## config.mk

```make
export PLATFORM = sky130hd
export DESIGN_NAME = gon_xbus
export DESIGN_NICKNAME = d
export VERILOG_FILES = /design/src/rtl/gon_pkg.sv /design/src/rtl/gon_col_id.sv /design/src/rtl/gon_xbus.sv
export SDC_FILE = /design/constraint.sdc
export NUM_CORES = 1
export LEC_CHECK = 0
export CAP_MARGIN = 20
export CORE_AREA = 2 2 387 389
export CTS_BUF_LIST = sky130_fd_sc_hd__clkbuf_2
export DETAILED_ROUTE_END_ITERATION = 6
export DIE_AREA = 0 0 389 391
export SLEW_MARGIN = 20
export SYNTH_ARGS = -nofsm -noshare
export SYNTH_HDL_FRONTEND = slang
export SYNTH_SLANG_ARGS = --single-unit
```

## constraint.sdc

```tcl
create_clock -name clk -period 3.48 [get_ports clk]
set_input_delay 0.696 -clock clk [delete_from_list [all_inputs] [get_ports clk]]
set_output_delay 0.696 -clock clk [all_outputs]
set_load 0.02 [all_outputs]
```

## src/rtl/gon_pkg.sv

```systemverilog
// Shared constants and types for the global output network X-bus collector.
package gon_pkg;

  localparam int GON_DATA_WIDTH    = 64;
  localparam int GON_COL_TAG_WIDTH = 4;
  localparam int GON_NUM_OF_COLS   = 14;

  typedef logic [GON_COL_TAG_WIDTH-1:0] col_tag_t;

endpackage

```

## src/rtl/gon_col_id.sv

```systemverilog
// Per-column scan-loaded ID register and tag compare.
// The ID shifts right one bit per clock while se_id_i is high; so_id_o feeds the next column.
module gon_col_id
  import gon_pkg::*;
#(
  parameter int W = GON_COL_TAG_WIDTH
) (
  input  logic         clk,
  input  logic         reset,
  input  logic         se_id_i,
  input  logic         scan_in_i,
  input  logic [W-1:0] col_tag_i,
  input  logic         tag_valid_i,
  input  logic         enable_i,
  output logic         so_id_o,
  output logic         match_o
);

  logic [W-1:0] id_q;
  logic [W-1:0] id_d;

  assign id_d = se_id_i ? {scan_in_i, id_q[W-1:1]} : id_q;

  always_ff @(posedge clk or negedge reset) begin
    if (!reset) id_q <= '0;
    else        id_q <= id_d;
  end

  assign so_id_o = id_q[0];
  assign match_o = tag_valid_i && (id_q == col_tag_i) && enable_i;

endmodule

```

## src/rtl/gon_xbus.sv

```systemverilog
// Collects psum words from the tag-matching PE columns into a one-entry output register (1-cycle latency);
// ready_out drops for every column under GLB back-pressure or ID scan. GON_RR_ARB_EN selects round-robin arbitration.
module gon_xbus
  import gon_pkg::*;
#(
  parameter int DATA_WIDTH    = GON_DATA_WIDTH,
  parameter int COL_TAG_WIDTH = GON_COL_TAG_WIDTH,
  parameter int NUM_OF_COLS   = GON_NUM_OF_COLS
) (
  input  logic                     clk,
  input  logic                     reset,
  input  logic [DATA_WIDTH-1:0]    data_in [0:NUM_OF_COLS-1],
  input  logic [0:NUM_OF_COLS-1]   enable_in,
  output logic [0:NUM_OF_COLS-1]   ready_out,
  input  logic [COL_TAG_WIDTH-1:0] col_tag,
  input  logic                     tag_valid,
  input  logic                     ready_in,
  output logic                     enable_out,
  output logic [DATA_WIDTH-1:0]    data_out,
  input  logic                     se_id,
  input  logic                     si_id,
  output logic                     so_id
);

  localparam int IDX_W = (NUM_OF_COLS > 1) ? $clog2(NUM_OF_COLS) : 1;

  logic [NUM_OF_COLS:0]   scan_chain;
  logic [NUM_OF_COLS-1:0] match;
  logic                   gnt_vld;
  logic [IDX_W-1:0]       gnt_idx;
  logic                   can_load;
  logic                   xfer;
  logic                   out_vld_q, out_vld_d;
  logic [DATA_WIDTH-1:0]  data_q, data_d;

  assign scan_chain[0] = si_id;
  assign so_id         = scan_chain[NUM_OF_COLS];

  for (genvar i = 0; i < NUM_OF_COLS; i++) begin : g_col
    gon_col_id #(.W(COL_TAG_WIDTH)) u_col_id (
      .clk         (clk),
      .reset       (reset),
      .se_id_i     (se_id),
      .scan_in_i   (scan_chain[i]),
      .col_tag_i   (col_tag),
      .tag_valid_i (tag_valid),
      .enable_i    (enable_in[i]),
      .so_id_o     (scan_chain[i+1]),
      .match_o     (match[i])
    );
  end

`ifdef GON_RR_ARB_EN
  logic [IDX_W-1:0] ptr_q, ptr_d;

  function automatic logic [IDX_W-1:0] wrap_add(input logic [IDX_W-1:0] base, input int off);
    int sum;
    sum = int'(base) + off;
    if (sum >= NUM_OF_COLS) sum -= NUM_OF_COLS;
    return IDX_W'(sum);
  endfunction

  // Scan downwards so the match closest to the pointer is the last (winning) assignment.
  always_comb begin
    gnt_vld = 1'b0;
    gnt_idx = '0;
    for (int off = NUM_OF_COLS-1; off >= 0; off--) begin
      if (match[wrap_add(ptr_q, off)]) begin
        gnt_vld = 1'b1;
        gnt_idx = wrap_add(ptr_q, off);
      end
    end
  end

  assign ptr_d = xfer ? wrap_add(gnt_idx, 1) : ptr_q;

  always_ff @(posedge clk or negedge reset) begin
    if (!reset) ptr_q <= '0;
    else        ptr_q <= ptr_d;
  end
`else
  always_comb begin
    gnt_vld = 1'b0;
    gnt_idx = '0;
    for (int i = NUM_OF_COLS-1; i >= 0; i--) begin
      if (match[i]) begin
        gnt_vld = 1'b1;
        gnt_idx = IDX_W'(i);
      end
    end
  end
`endif

  assign can_load = !out_vld_q || ready_in;
  assign xfer     = gnt_vld && can_load && !se_id;

  // Gated by reset so no column sees an accept while the collector is held in reset.
  always_comb begin
    ready_out = '0;
    if (xfer && reset) ready_out[gnt_idx] = 1'b1;
  end

  assign out_vld_d = xfer || (out_vld_q && !ready_in);
  assign data_d    = xfer ? data_in[gnt_idx] : data_q;

  always_ff @(posedge clk or negedge reset) begin
    if (!reset) begin
      out_vld_q <= 1'b0;
      data_q    <= '0;
    end else begin
      out_vld_q <= out_vld_d;
      data_q    <= data_d;
    end
  end

  assign enable_out = out_vld_q;
  assign data_out   = data_q;

endmodule

```

==> reports/metrics.yaml, run 1 <==
antenna_found_initial: 129
p_per_area_mw_per_mm2: 452
fillers: 16471
fin_area_mm2: 0.0288
seq_power_share_pct: 18.1
drt_iter0_drc: 2080
clk_pin_slew_ns: 0.33
die-area_mm2: 0.152
end_kind: "output port"
final.setup_skew_ns: 0.0813
cp.required_ns: 2.78
drtAntennaViolNets: 0
io_buffers: 999
yosysWarnings: 0
drv_cap: 0
syn-cell-area_mm2: 0.0128
die_h_um: 391
violations: "design-rule violations, negative setup slack"
cts_root_buf: "clkbuf_2"
grt.total_usage_pct: 18.6
avgSynthCellArea_um2: 9.11
yosys-top-cells-area: "dfrtp_1 (24%), mux2_2 (21%), a22oi_1 (7.4%), a222oi_1 (4.9%), a22o_1 (4.4%)"
place_congestion: 0.961
finalMaxSlewViolations: 0
tightest_slew_ns: 1.04
vias: 19078
cts_tree: "done"
via_per_inst: 4.19
final_util_pct: 19.4
pre_cts_slack_ns: -1.29
fin_crit_ns: 4.06
switchingPower_w: 0.00640
yosysTopAreaCell: "dfrtp_1"
drt_wl_total_um: 153000
ys_seq_area_share_pct: 23.6
timing.slew.headroom_pct: 30.9
grt_pass1_vias: 18717
clockBufferDepth: 2
grt_max_degree: 59
final_nets: 3484
hold_class: "primary input to register"
pwr-share-comb_pct: 72.6
numCtsBuffers: 17
fmax_mhz: 246
wl_per_cell_um: 33.5
peakVddDrop_mv: 0.232
fin_crit_sh_pct: 117
cell_internal_pwr_w: 0.00660
dp_hpwl_um: 126000
cp_max_fo: 5
syn_to_final_growth_pct: 124
final-setup-viol-count: 14
clock_latency_ns: 1.05
first_pass_iters: 7
place_area_mm2: 0.0271
die-width_um: 389
status: "finished with violations"
finalHoldViolations: 0
synthCells: 1409
crit_type: "register to output port"
htree_levels: 4
tns_ns: -7.70
drive_above_1_share_pct: 29.1
r2r_slack_ns: 0.01
fp-row-count: 142
grt_pass1_wl_um: 186000
rsz0062_at_grt: "true"
setup_slack_ns: -0.582
cp_data_arrival_time_ns: 3.37
synth_nets: 2329
drc: 3
cts.sinks: 121
synth_top_area_share_pct: 23.6
clockPowerShare_pct: 9.3
cp-start-kind: "register"
power.share.switching_pct: 49.2
synth_cell_types: 57
core-area_mm2: 0.149
gr-total-overflow: 0
leakagePower_nw: 10.3
start_util_pct: 8.64
ys_ff_latch: 121
pin_count: 1000
worst max-delay path, cell delays in order, from the launching register on:
cell,delay (ns)
dfrtp_1,0.48
xnor2_1,0.14
nand3_1,0.14
nor4_4,0.05
buf_6,0.14
or4_4,0.46
buf_6,0.16
nor4b_4,0.38
nor3b_4,0.26
buf_6,0.14
cell usage in the layout, fill, tap and decap left out, types with 19 or more instances in the layout:
master,n
a211oi_1,25
buf_6,26
a211oi_2,37
a2111oi_2,27
a2111oi_0,19
a22oi_1,119
clkdlybuf4s50_1,981
buf_4,245
dfrtp_1,121
nand3_1,68
a31oi_1,63
a22o_1,65
xor2_1,37
o21ai_0,66
nor2_1,66
a21oi_1,64
buf_12,42
a222oi_1,63
mux2_2,238
diode_2,36
stage by stage:
| step | power (W) | hold slack [ns] | instances |
|---|---|---|---|
| global route | 0.0136 | 0.122 | 4542 |
| global placement | 0.0109 | 0.464 | 4428 |
| CTS | 0.0126 | 0.00283 | 4485 |
| finish | 0.0130 | 0.343 | 4557 |
| floorplan | 0.00583 | 0.400 | 1409 |
| detailed placement | 0.0110 | 0.467 | 4429 |
sequential cells by signal, indices dropped and copies added (netlist names):
| signal | cells |
|---|---|
| data_out | 64 |
| enable_out | 1 |
| g_col.u_col_id.id_q | 56 |
worst paths after layout:
path                                                   startpoint                                      to  cells after the start
setup reg to reg           g_col[12].u_col_id.id_q[0]$_DFFE_PN0P_                data_out[21]$_DFFE_PN0P_                     15
max in group asynchronous                                   reset                data_out[25]$_DFFE_PN0P_                      5
hold reg to reg            g_col[12].u_col_id.id_q[2]$_DFFE_PN0P_  g_col[12].u_col_id.id_q[1]$_DFFE_PN0P_                      1
hold / removal                                       data_in[832]                 data_out[0]$_DFFE_PN0P_                      3
setup / recovery            g_col[5].u_col_id.id_q[1]$_DFFE_PN0P_                           ready_out[13]                      9
min in group asynchronous                                   reset                data_out[59]$_DFFE_PN0P_                      4
power groups by stage:
stage | Combinational, W | Clock [W] | Sequential [W]
2_1_floorplan | 0.00313 | 0 | 0.00269
3_3_place_gp | 0.00858 | 0 | 0.00235
6_report | 0.00944 | 0.00122 | 0.00235
3_5_place_dp | 0.00860 | 0 | 0.00235
5_1_grt | 0.00988 | 0.00135 | 0.00241
4_1_cts | 0.00894 | 0.00133 | 0.00233
per-layer routing:
metal	share of wire (%)	up-vias	global-route usage [%]
li1	-	8111	-
met1	39	9403	22.0
met2	48	1215	30.7
met3	10	265	7.43
met4	2.8	84	5.82
met5	0.35	-	0
logic make-up (layout without fill, tap and decap cells):
| family | count (synthesis) | in the layout | share of synthesized area, % |
|---|---|---|---|
| AOI/OAI and AO/OA | 593 | 593 | 34.9 |
| muxes | 246 | 246 | 21.6 |
| and+or+nand+nor | 215 | 215 | 8.92 |
| buffers and inverters | 181 | 1349 | 7.37 |
| DFF | 121 | 121 | 23.6 |
| xor gates and xnor gates | 53 | 53 | 3.62 |
| other | 0 | 36 | 0 |
synthesized netlist by cell type, drive strengths merged:
cell and instances:
mux2 245, a22oi 127, dfrtp 121, buf 104, clkbuf 74, nor2 72, nand3 71, o21ai 69
a211oi 65, a21oi 65, a22o 65, a2111oi 64, a31oi 64, a222oi 63, xor2 40, nor3 15
xnor2 13, nand2 12, nor4 10, nand4 9, and4 7, nor3b 7, inv 3, a221o 2
a221oi 2, nand2b 2, nor2b 2, or2 2, or4 2, a2bb2oi 1, a31o 1, and2b 1
and3 1, mux2i 1, nand4b 1, nor4b 1, o2111a 1, o211ai 1, o21a 1, o22ai 1
o31ai 1
what timing repair did:
item	4_1_cts	5_1_grt
hold buffers	5	0
cloned	3	6
pin swaps	28	43
setup endpoints to repair	51	72
endpoints found under the hold margin	68	0
resized for setup	155	86
setup buffers	18	33
final cells by class:
type                    instances  area, um^2  share of cell area [%]
repair buffers               1314       13200                    45.8
multi-input cells            1107        9780                    34.0
flip-flops and latches        121        3030                    10.5
well taps                    1944        2430                    8.46
clock inverters                15         173                   0.600
diodes                         36        90.1                   0.313
clock buffers                  17        85.1                   0.296
inverters                       3        11.3                  0.0392
Power figures use the tool's default switching activity.
==> inputs of run 2 (changes only) <==
--- a/config.mk
+++ b/config.mk
@@ -8,9 +8,9 @@
 export CAP_MARGIN = 20
 export CORE_AREA = 2 2 387 389
 export CTS_BUF_LIST = sky130_fd_sc_hd__clkbuf_2
+export CTS_CLUSTER_SIZE = 40
 export DETAILED_ROUTE_END_ITERATION = 6
 export DIE_AREA = 0 0 389 391
-export SLEW_MARGIN = 20
 export SYNTH_ARGS = -nofsm -noshare
 export SYNTH_HDL_FRONTEND = slang
 export SYNTH_SLANG_ARGS = --single-unit
==> reports/metrics.yaml, run 2 (same netlist as run 1, synthesis figures left out) <==
status: "finished with violations"
violations: "design-rule violations, negative setup slack"
finalHoldViolations: 0  # unchanged
pre_cts_slack_ns: -1.27  # +0.0186 ns
die-area_mm2: 0.152  # unchanged
drtAntennaViolNets: 0  # unchanged
grt.total_usage_pct: 18.8  # +0.22 points
die_h_um: 391  # unchanged
final_nets: 3532  # +1.4%
clockBufferDepth: 2  # unchanged
fp-row-count: 142  # unchanged
gr-total-overflow: 0  # unchanged
wl_per_cell_um: 33.0  # -1.5%
timing.slew.headroom_pct: 32.2  # +1.3 points
cp_num_buf_inv: 4  # +1
cpMaxStageDelayCell: "dfrtp_1"
grt_pass1_vias: 18759  # +0.22%
power.share.switching_pct: 47.9  # -1.4 points
tns_ns: -11.95  # -4.25 ns
pin_count: 1000  # unchanged
cts_root_buf: "clkbuf_2"
drt_wl_total_um: 152000  # -0.60%
setup_slack_ns: -0.634  # -0.0514 ns
layout_commonest_cell: "clkdlybuf4s50_1"
first_pass_iters: 7  # unchanged
clk_pin_slew_ns: 0.33  # about the same
cell_internal_pwr_w: 0.00710  # +7.6%
final_util_pct: 20.0  # +0.66 points
crit_type: "register to output port"
die-width_um: 389  # unchanged
drc: 7  # +4
cp-start-kind: "register"
fin_crit_sh_pct: 118  # +1.5 points
leakagePower_nw: 10.7  # +4.4%
peakVddDrop_mv: 0.282  # +22%
p_per_area_mw_per_mm2: 458  # +1.3%
final-setup-viol-count: 61  # +47
htree_levels: 4  # unchanged
drive_above_1_share_pct: 30.5  # +1.4 points
vias: 19130  # +0.27%
place_congestion: 0.961  # unchanged
core-area_mm2: 0.149  # unchanged
switchingPower_w: 0.00652  # +1.9%
pwr-share-comb_pct: 72.8  # +0.2 points
slowest_delay_ns: 0.49  # about the same
drt_iter0_drc: 2354  # +13%
cts.sinks: 121  # unchanged
fin_crit_ns: 4.11  # +0.0514 ns
path_delay_family: "simple AND/OR/NAND/NOR gates"
finalPower_w: 0.0136  # +4.8%
syn_to_final_growth_pct: 132
dp_hpwl_um: 126000  # about the same
cp.required_ns: 2.78  # about the same
cp_data_arrival_time_ns: 3.42  # +0.05 ns
cp_max_fo: 5  # unchanged
start_util_pct: 8.64  # unchanged
tightest_slew_ns: 1.02  # -0.0198 ns
final.setup_skew_ns: 0.114  # +0.0324 ns
antenna_found_initial: 125  # -3.1%
hold_class: "primary input to register"
finalMaxSlewViolations: 0  # unchanged
hold_ws_ns: 0.251  # -0.0916 ns
crit_chain: "xor2_2 > nor4_4 > buf_6 > or4_4 > nor2_4 > a21oi_2 > and2b_4 > buf_4 > buf_4 > and4_4 > buf_6"
drv_cap: 0  # unchanged
cts_tree: "done"
clockPowerShare_pct: 10.0  # +0.7 points
clock_latency_ns: 1.17  # +0.12 ns
fmax_mhz: 243  # -1.2%
grt_pass1_wl_um: 188000  # +0.97%
io_buffers: 999  # unchanged
numCtsBuffers: 17  # unchanged
layout_common_cells: "clkdlybuf4s50_1 (980), buf_4 (248), mux2_2 (220), dfrtp_1 (121), a22oi_1 (102)"
rsz0062_at_grt: "true"
seq_power_share_pct: 17.2  # -0.9 points
end_kind: "output port"
largest_register_ffs: 64  # unchanged
grt_max_degree: 59  # unchanged
via_per_inst: 4.16  # -0.64%
==> run 2: cell types whose count changed in the layout (fill, tap and decap cells not counted), moves of 15 or more <==
cell / before / now
a22oi_2: 8 / 25
mux2_4: 4 / 23
a211oi_1: 25 / 43
a2111oi_4: 4 / 19
a22oi_1: 119 / 102
buf_6: 26 / 46
a211oi_2: 37 / 21
mux2_2: 238 / 220
==> run 2: power groups by stage <==
stage / Sequential (W) / Combinational (W) / Clock (W)
after global placement: 0.00235 / 0.00858 / 0
after CTS: 0.00233 / 0.00929 / 0.00147
after floorplan: 0.00269 / 0.00313 / 0
after detailed placement: 0.00235 / 0.00861 / 0
final: 0.00235 / 0.00992 / 0.00136
after global routing: 0.00240 / 0.0103 / 0.00150
==> run 2: layout make-up <==
class                   instances  area [um^2]
well taps                    1944         2430
clock inverters                14          209
clock buffers                  17         85.1
fillers                     16362       119000
flip-flops and latches        121         3030
diodes                         31         77.6
multi-input cells            1107        10100
inverters                       3         11.3
repair buffers               1362        13800
==> run 2: worst register-to-register path: stages (launching register included) <==
cell and delay, ns:
dfrtp_1 0.45, xor2_1 0.17, nor4_2 0.30, buf_4 0.20
buf_4 0.13, a211oi_4 0.04, buf_4 0.15, o21ai_4 0.21
buf_6 0.15, nand2_8 0.07, buf_4 0.15, buf_12 0.13
buf_16 0.15, buf_12 0.24, buf_4 0.14, mux2_4 0.35
a222oi_1 0.34, buf_4 0.24, a31oi_4 0.09
==> run 2: layer usage <==
| layer | up-vias | track usage (%) | part of all wire (%) |
|---|---|---|---|
| li1 | 8180 | - | - |
| met2 | 1174 | 32.0 | 48 |
| met3 | 290 | 7.15 | 10 |
| met4 | 92 | 4.20 | 2.5 |
| met1 | 9394 | 22.3 | 39 |
| met5 | - | 0 | 0.39 |
==> run 2: timing repair <==
| action | 4_1_cts | 5_1_grt |
|---|---|---|
| cloned | 3 | 4 |
| buffers inserted | 54 | 53 |
| setup endpoints to repair | 56 | 78 |
| gates resized for setup | 201 | 161 |
| endpoints found under the hold margin | 75 | 0 |
| hold buffers | 13 | 0 |
| pin swaps | 40 | 73 |
==> run 2: path summary, 6_finish.rpt <==
kind	from	end	slack [ns]	cells past startpoint
max	g_col[5].u_col_id.id_q[2]$_DFFE_PN0P_	ready_out[4]	-0.63	11
min	data_in[306]	data_out[50]$_DFFE_PN0P_	0.25	3
max reg2reg	g_col[9].u_col_id.id_q[1]$_DFFE_PN0P_	data_out[24]$_DFFE_PN0P_	-0.24	18
min reg2reg	g_col[0].u_col_id.id_q[1]$_DFFE_PN0P_	g_col[0].u_col_id.id_q[0]$_DFFE_PN0P_	0.51	2
max in group asynchronous	reset	data_out[26]$_DFFE_PN0P_	1.10	5
min in group asynchronous	reset	data_out[59]$_DFFE_PN0P_	0.85	4
==> run 2: stage by stage <==
step                      cells  instance area [um^2]
after detailed placement   4430                 27100
final                      4599                 29700
after global routing       4580                 29700
after floorplan            1409                 13100
after global placement     4428                 27100
after CTS                  4521                 28500
